--- src/rtl/matrix_addr_reader.sv ---
// Read-side address sequencer for row/col matrix buffers.
// Streams row, col and linearised address in row- or column-major order.
module matrix_addr_reader #(
    parameter int MSB = 11
) (
    input  logic         CLK,
    input  logic         RST_L,
    input  logic         start,
    input  logic [MSB:0] row_max,
    input  logic [MSB:0] col_max,
    input  logic         col_major,
    input  logic         out_ready,
    output logic         out_valid,
    output logic [MSB:0] a,
    output logic [MSB:0] row,
    output logic [MSB:0] col,
    output logic         last,
    output logic         busy,
    output logic         done
);

    localparam int W  = MSB + 1;
    localparam int SW = $clog2(W + 1);

    typedef enum logic [1:0] {
        IDLE = 2'd0,
        RUN  = 2'd1,
        DONE = 2'd2
    } state_t;

    state_t state, state_n;

    logic [MSB:0]  r_max, r_max_n;
    logic [MSB:0]  c_max, c_max_n;
    logic          cmaj, cmaj_n;
    logic [SW-1:0] shift, shift_n;
    logic [MSB:0]  row_n, col_n, a_n;
    logic          last_n, valid_n, busy_n, done_n;

    logic [SW-1:0] ones;
    logic          ones_run;
    logic [MSB:0]  adv_row, adv_col;

    // Trailing-ones count of col_max gives the column field width
    always_comb begin
        ones     = '0;
        ones_run = 1'b1;
        for (int i = 0; i < W; i++) begin
            if (ones_run && col_max[i]) begin
                ones = ones + 1'b1;
            end else begin
                ones_run = 1'b0;
            end
        end
    end

    // Next element position in the selected scan order
    always_comb begin
        adv_row = row;
        adv_col = col;
        if (!cmaj) begin
            if (col == c_max) begin
                adv_col = '0;
                adv_row = row + 1'b1;
            end else begin
                adv_col = col + 1'b1;
            end
        end else begin
            if (row == r_max) begin
                adv_row = '0;
                adv_col = col + 1'b1;
            end else begin
                adv_row = row + 1'b1;
            end
        end
    end

    // State register
    always_ff @(posedge CLK or negedge RST_L) begin
        if (!RST_L) begin
            state <= IDLE;
        end else begin
            state <= state_n;
        end
    end

    // Next-state and next-output logic
    always_comb begin
        state_n = state;
        r_max_n = r_max;
        c_max_n = c_max;
        cmaj_n  = cmaj;
        shift_n = shift;
        row_n   = row;
        col_n   = col;
        a_n     = a;
        last_n  = last;
        valid_n = out_valid;
        busy_n  = busy;
        done_n  = 1'b0;
        unique case (state)
            IDLE: begin
                if (start) begin
                    r_max_n = row_max;
                    c_max_n = col_max;
                    cmaj_n  = col_major;
                    shift_n = ones;
                    row_n   = '0;
                    col_n   = '0;
                    a_n     = '0;
                    last_n  = (row_max == '0) && (col_max == '0);
                    valid_n = 1'b1;
                    busy_n  = 1'b1;
                    state_n = RUN;
                end
            end
            RUN: begin
                if (out_valid && out_ready) begin
                    if (last) begin
                        valid_n = 1'b0;
                        busy_n  = 1'b0;
                        last_n  = 1'b0;
                        done_n  = 1'b1;
                        state_n = DONE;
                    end else begin
                        row_n  = adv_row;
                        col_n  = adv_col;
                        a_n    = (adv_row << shift) | adv_col;
                        last_n = (adv_row == r_max) && (adv_col == c_max);
                    end
                end
            end
            DONE: begin
                state_n = IDLE;
            end
            default: begin
                state_n = IDLE;
            end
        endcase
    end

    // Config and beat registers
    always_ff @(posedge CLK or negedge RST_L) begin
        if (!RST_L) begin
            r_max     <= '0;
            c_max     <= '0;
            cmaj      <= 1'b0;
            shift     <= '0;
            row       <= '0;
            col       <= '0;
            a         <= '0;
            last      <= 1'b0;
            out_valid <= 1'b0;
            busy      <= 1'b0;
            done      <= 1'b0;
        end else begin
            r_max     <= r_max_n;
            c_max     <= c_max_n;
            cmaj      <= cmaj_n;
            shift     <= shift_n;
            row       <= row_n;
            col       <= col_n;
            a         <= a_n;
            last      <= last_n;
            out_valid <= valid_n;
            busy      <= busy_n;
            done      <= done_n;
        end
    end

endmodule

--- config.mk ---
export PLATFORM = sky130hd
export DESIGN_NAME = matrix_addr_reader
export DESIGN_NICKNAME = d
export VERILOG_FILES = /design/src/rtl/matrix_addr_reader.sv
export SDC_FILE = /design/constraint.sdc
export NUM_CORES = 1
export LEC_CHECK = 0
export BUFFER_PORTS_ARGS = -buffer_cell sky130_fd_sc_hd__buf_4
export CAP_MARGIN = 15
export CORE_ASPECT_RATIO = 1.2
export CORE_UTILIZATION = 45
export CTS_CLUSTER_DIAMETER = 120
export CTS_CLUSTER_SIZE = 16
export DETAILED_ROUTE_END_ITERATION = 10
export PLACE_DENSITY_LB_ADDON = 0.15
export SLEW_MARGIN = 20
export SYNTH_ARGS = -nofsm -noshare
export SYNTH_HDL_FRONTEND = slang
export SYNTH_SLANG_ARGS = --single-unit
export TNS_END_PERCENT = 100
--- constraint.sdc ---
create_clock -name CLK -period 3.15 [get_ports CLK]
set_clock_uncertainty 0.2 [all_clocks]
set_input_delay 0.315 -clock CLK [delete_from_list [all_inputs] [get_ports CLK]]
set_output_delay 0.315 -clock CLK [all_outputs]
set_load 0.01 [all_outputs]
== After elaboration in Yosys (flattened, before gate mapping) ==
Cells that the tools add are included.

* Output and inout port bits: 40
* Flip-flop bits (word level): 70
* Input bits: 29
* Memory bits (read-only): 0
* Memories kept: 0
* Bits in writable memories: 0
* Logic and storage cells: 112
* Bits in latches: 0

* Bitwise gates (word level): 1
* Reductions and logical operators: 23
* Shift operators: 1
* Multiplexer cells: 54
* Multipliers: 0
* Eq/ne operators: 9
* $lt $le $gt $ge: 0
* Div/mod/pow operators: 0
* $add $sub $neg: 13

{| class="wikitable"
|+ Operators with widths
! operator !! number
|-
| 2-to-1 mux 12 bit || 13
|-
| case mux 12 bit (2 select lines) || 3
|-
| == test 12 bit || 4
|-
| adder 4 x 1 -> 4 bit (second input constant) || 10
|-
| 2-to-1 mux 4 bit || 10
|-
| adder 12 x 1 -> 12 bit (second input constant) || 2
|-
| zero test 12 bit || 2
|-
| 2-to-1 mux 1 bit || 21
|-
| logical AND 1 bit || 14
|-
| bitwise OR 12 bit || 1
|-
| << shifter 12 x 4 -> 12 bit || 1
|-
| 2-to-1 mux 2 bit || 4
|-
| inequality test 2 bit (second input constant) || 4
|-
| AND reduction 4 bit || 2
|-
| AND reduction 3 bit || 2
|-
| case mux 1 bit (2 select lines) || 2
|-
| case mux 2 bit (2 select lines) || 1
|-
| adder 1 x 1 -> 2 bit (second input constant) || 1
|-
| == test 2 x 1 -> 1 bit (second input constant) || 1
|-
| zero test 2 bit || 1
|-
| AND reduction 2 bit || 1
|-
| nonzero test 2 bit || 1
|}

== Depth between registers and ports, before layout ==
* Depth after elaboration: 23
* Depth in mapped cells: 23
* Mapped depth without buffers: 23

== Least setup slack after synthesis ==
OpenSTA, ideal clock, no wires.

* Path kind: in2reg
* Start point: input port col_max[2]
* End point: register shift[1]
* Cell stages on the path: 20
* Setup slack: -0.649 ns
* Library setup time: 0.138 ns
* Buffers on the path: 0
* Data arrival time: 3.462 ns
* Data required time: 2.812 ns
* Cells stage by stage: inv_1 > a21boi_0 > nand2_1 > inv_1 > ha_1 > mux2i_1 > nand2_1 > a31oi_1 > ha_1 > a211o_1 > nand2_1 > ha_1 > a21oi_1 > nor2_1 > a31oi_1 > ha_1 > mux2_2 > ha_1 > mux2i_1 > mux2i_1

* Cells in the longest elaborated chain, start to end: 20
* Elaborated cells on any way between the ends: 38
* Classes of those cells: add/sub: 9; mux: 19; reduce/logical: 10

{| class="wikitable"
|+ RTL lines
! item !! line !! source
|-
| from (decl) || 10 || <nowiki>input logic [MSB:0] col_max,</nowiki>
|-
| logical AND 1 bit * || 49 || <nowiki>if (ones_run && col_max[i]) begin</nowiki>
|-
| 2-to-1 mux 4 bit / 2-to-1 mux 1 bit (equally long branches) || 49 ||
|-
| adder 4 x 1 -> 4 bit / logical AND 1 bit (equally long branches) || 50, 49 ||
|-
| 2-to-1 mux 4 bit / 2-to-1 mux 1 bit (equally long branches) || 49 ||
|-
| adder 4 x 1 -> 4 bit / logical AND 1 bit (equally long branches) || 50, 49 ||
|-
| 2-to-1 mux 4 bit / 2-to-1 mux 1 bit (equally long branches) || 49 ||
|-
| adder 4 x 1 -> 4 bit / logical AND 1 bit (equally long branches) || 50, 49 ||
|-
| 2-to-1 mux 4 bit / 2-to-1 mux 1 bit (equally long branches) || 49 ||
|-
| (+4 left out) || n/a ||
|-
| adder 4 x 1 -> 4 bit / logical AND 1 bit (equally long branches) || 50, 49 ||
|-
| 2-to-1 mux 4 bit / 2-to-1 mux 1 bit (equally long branches) || 49 ||
|-
| adder 4 x 1 -> 4 bit / logical AND 1 bit (equally long branches) || 50, 49 ||
|-
| 2-to-1 mux 4 bit / 2-to-1 mux 1 bit (equally long branches) || 49 ||
|-
| adder 4 x 1 -> 4 bit / logical AND 1 bit (equally long branches) || 50, 49 ||
|-
| 2-to-1 mux 4 bit / 2-to-1 mux 1 bit (equally long branches) || 49 ||
|-
| adder 4 x 1 -> 4 bit / logical AND 1 bit (equally long branches) || 50, 49 ||
|-
| 2-to-1 mux 4 bit * || 49 ||
|-
| to (signal assigned) || 160 || <nowiki>shift <= shift_n;</nowiki>
|-
| to (decl) || 36 || <nowiki>logic [SW-1:0] shift, shift_n;</nowiki>
|}

Every way passes the cells marked *; elsewhere a longest branch is shown, timed or not.
A chain may end at the register's enable or synchronous reset.

== Worst setup path after layout ==
* Start point: input port col_max[2]
* End point: register shift[3]

Same word-level chain as after synthesis.

==> results.cfg <==
[floorplan]
ios = 69
start_util_pct = 46.09
dieArea_mm2 = 0.01280
dieWidth_um = 103.4
rows = 44
core-area_mm2 = 0.01206
die_h_um = 123.7

[worst_setup_path]
crit_slowest_cell = a211o_1
start_kind = input port
path_cells = buf_12, inv_4, a21boi_4, nand2_2, inv_2, ha_4, mux2i_1, nand2_1, a31oi_2, ha_1, a211o_1, nand2_2, ha_4, a21oi_2, nor2_2, a31oi_2, ha_2, nand2_2, xnor2_1, nand2_1, nand3_1, nand2_1, or3_1, a31oi_1
critPathRequiredTime_ns = 3.21
critPathKind = in2reg
critPathMaxFanout = 6
arrival_ns = 3.73
cpPeakStageDelay_ns = 0.32
end_kind = flop

[finish]
area_growth_pct = 47.20
multi_input_area_mm2 = 0.003809
antenna_cells = 0
finalNonFillerCells = 1060
final_area_mm2 = 0.008179
final-seq-area_mm2 = 0.001754
n_fill_cell = 1002
fin_nets = 933
drive_above_1_share_pct = 39.38

[flow_run]
maxCapViolCount = 0

[synthesis]
syn_area_per_cell_um2 = 8.318
ys_seq_area_share_pct = 31.52
ys_seq_elements = 70
synth_warnings = 0
synth_edf_count = 0
syn_inst = 668
dominantRegCellSynth = dfrtp_1
synthArstFlopShare_pct = 100.0
synth_cell_type_count = 73
synthesis.area_mm2 = 0.005557
synth_fp_nets = 707

[placement]
port_buffers = 68
gp_congestion = 0.9301
place_inst = 1020
place_area_mm2 = 0.007332
hpwl_um = 15880

[timing]
timing.fmax_ghz = 0.2730
worst_slew_pin_slew_ns = 0.9116
finalSetupTns_ns = -1.692
relSlewSlack_pct = 39.23
setup_viol = 6
period_share_pct = 116.3
min_period_ns = 3.663
hold_violations = 0
rsz0062_at_grt = yes
maxSlewViolCount = 0
finalWorstSetupSlack_ns = -0.5130

[pwr]
vdd_drop_max_uv = 576.7
p_leak_nw = 3.695
fin_total_pwr_mw = 5.978
powerDensity_mw_per_mm2 = 730.9

[clock_tree]
cts.reportedPaths.clkPinSlew_ns = 0.06
cts_buffers = 9
clock-sinks = 70
cts_tree = yes
cts_buffer_depth = 2
htreeDepth = 3
cts_root_buf = clkbuf_16
insertion_delay_ns = 0.34

[route]
dr.pass1.iters = 7
drc_errors = 0
first_iter_violations = 538
wirelength_um = 20540
vias = 6216
viasPerCell = 5.864
drt-wirelength-per-cell_um = 19.37
ant_nets = 0

[grt]
grt_overflow = 0
grt_max_degree = 71
grt.met1_usage_pct = 42.12
antenna_found_initial = 0
grt_pass1_vias = 5980
grt_pass1_wl_um = 31210
use_met3_pct = 5.051
grt_usage_pct = 33.06
busiest_layer = met2
use_met2_pct = 55.30

[run_status]
violations = setup timing
status = complete, but fails checks

[min_path]
min_path_type = in2reg
==> cells in the final DEF, fill, tap and decap left out, types with 7 or more instances in the layout <==
| master | count |
|---|---|
| a21o_1 | 8 |
| xor2_1 | 13 |
| nand3_1 | 25 |
| o21ai_1 | 8 |
| or3_1 | 13 |
| a21oi_1 | 26 |
| mux2_2 | 22 |
| and3_1 | 10 |
| xnor2_1 | 35 |
| clkbuf_16 | 9 |
| nand2_1 | 64 |
| a31oi_1 | 10 |
| buf_4 | 243 |
| o211ai_1 | 8 |
| o21ai_0 | 45 |
| nand2_2 | 7 |
| o31ai_1 | 7 |
| dfrtp_1 | 68 |
| a211oi_1 | 7 |
| nand4_1 | 11 |
| nor2_1 | 51 |
| mux2i_1 | 10 |
| nor4_1 | 9 |
| nor3_1 | 16 |
| inv_1 | 16 |
| nor2b_1 | 7 |
==> sequential cells by signal, summed over array words and instances, names as in the netlist <==
register	cells
a	12
c_max	12
col	12
r_max	12
row	12
shift	4
state	2
busy	1
cmaj	1
done	1
last	1
==> Yosys cell counts, types with 7 or more instances <==
library cell  count  share of area (%)
a211oi_1          7               0.95
a21o_1            8                1.1
a21oi_1          28                2.5
a31oi_1          12                1.4
and3_1           11                1.2
clkbuf_1         28                1.9
dfrtp_1          70                 32
ha_1             10                2.3
inv_1            18                1.2
mux2_2           25                5.1
mux2i_1          10                1.8
nand2_1          70                4.7
nand3_1          26                2.3
nand4_1          11                1.2
nor2_1           55                3.7
nor2b_1           7               0.79
nor3_1           19                1.7
nor4_1           10                1.1
o211ai_1          8                1.1
o21ai_0          51                4.6
o31ai_1           7               0.95
or3_1            13                1.5
xnor2_1          39                6.1
xor2_1           18                2.8
==> routing by layer <==
metal | share of wire (%) | up-vias | wire [µm]
li1 | - | 2911 | -
met1 | 42 | 3028 | 8679
met2 | 49 | 229 | 10030
met3 | 5.5 | 48 | 1137
met4 | 3.4 | 0 | 692
met5 | 0 | - | 0
==> cell type report <==
cell class / count / area share (%)
flip-flops and latches: 70 / 21.45
clock inverters: 6 / 1.147
repair buffers: 256 / 24.55
well taps: 161 / 2.463
clock buffers: 10 / 2.922
inverters: 19 / 0.9026
multi-input cells: 538 / 46.57
==> logic make-up (layout without fill, tap and decap cells) <==
family	Yosys count	count (layout)	share of synthesized area, %
DFF	70	70	31.52
adders and majority gates	10	10	2.252
buffers and inverters	60	291	4.751
and+or+nand+nor	260	260	24.00
xor gates and xnor gates	58	58	9.277
AOI/OAI and AO/OA	175	175	21.32
muxes	35	35	6.868
==> power by group <==
group | leakage (nW) | internal (mW) | total (mW) | switching [mW]
clock | 0.159 | 0.721 | 1.16 | 0.437
sequential | 0.903 | 1.18 | 1.50 | 0.323
combinational | 2.63 | 1.60 | 3.32 | 1.71
total | 3.69 | 3.50 | 5.98 | 2.48
==> metrics by stage <==
| stage | utilization, % | setup slack, ns | hold WS, ns |
|---|---|---|---|
| after floorplan | - | -0.4881 | -0.1806 |
| after global placement | 60.81 | -0.7412 | 0.2927 |
| after detailed placement | 60.81 | -0.8080 | 0.3068 |
| after CTS | 66.56 | -0.3634 | 0.01333 |
| after global routing | 67.84 | -0.6874 | 0.02040 |
| final | 67.84 | -0.5130 | 0.01873 |
==> critical path, delay by kind of cell <==
| kind | cells | cell delay [ns] |
|---|---|---|
| xor+xnor | 1 | 0.14 |
| simple gates | 9 | 0.90 |
| buf+inv | 3 | 0.19 |
| mux | 1 | 0.15 |
| fa+ha+maj | 4 | 0.84 |
| compound gates | 6 | 1.18 |
==> path summary, 6_finish.rpt <==
kind	cells past startpoint	slack (ns)	startpoint	endpoint
max in group asynchronous	2	1.66	RST_L	col[7]
setup reg to reg	10	-0.19	col[0]	last
min in group asynchronous	2	0.45	RST_L	row[11]
hold reg to reg	1	0.32	a[1]	a[1]
hold / removal	2	0.02	row_max[11]	r_max[11]
setup / recovery	24	-0.51	col_max[2]	shift[3]
==> repair_timing <==
| item | 4_1_cts | 5_1_grt |
|---|---|---|
| gates resized for setup | 40 | 33 |
| setup buffers | 18 | 2 |
| pin swaps | 16 | 27 |
| cloned | 1 | 0 |
| hold buffers | 3 | 0 |
| endpoints found under the hold margin | 72 | 0 |
| setup endpoints to repair | 12 | 13 |
Power figures use the tool's default switching activity.
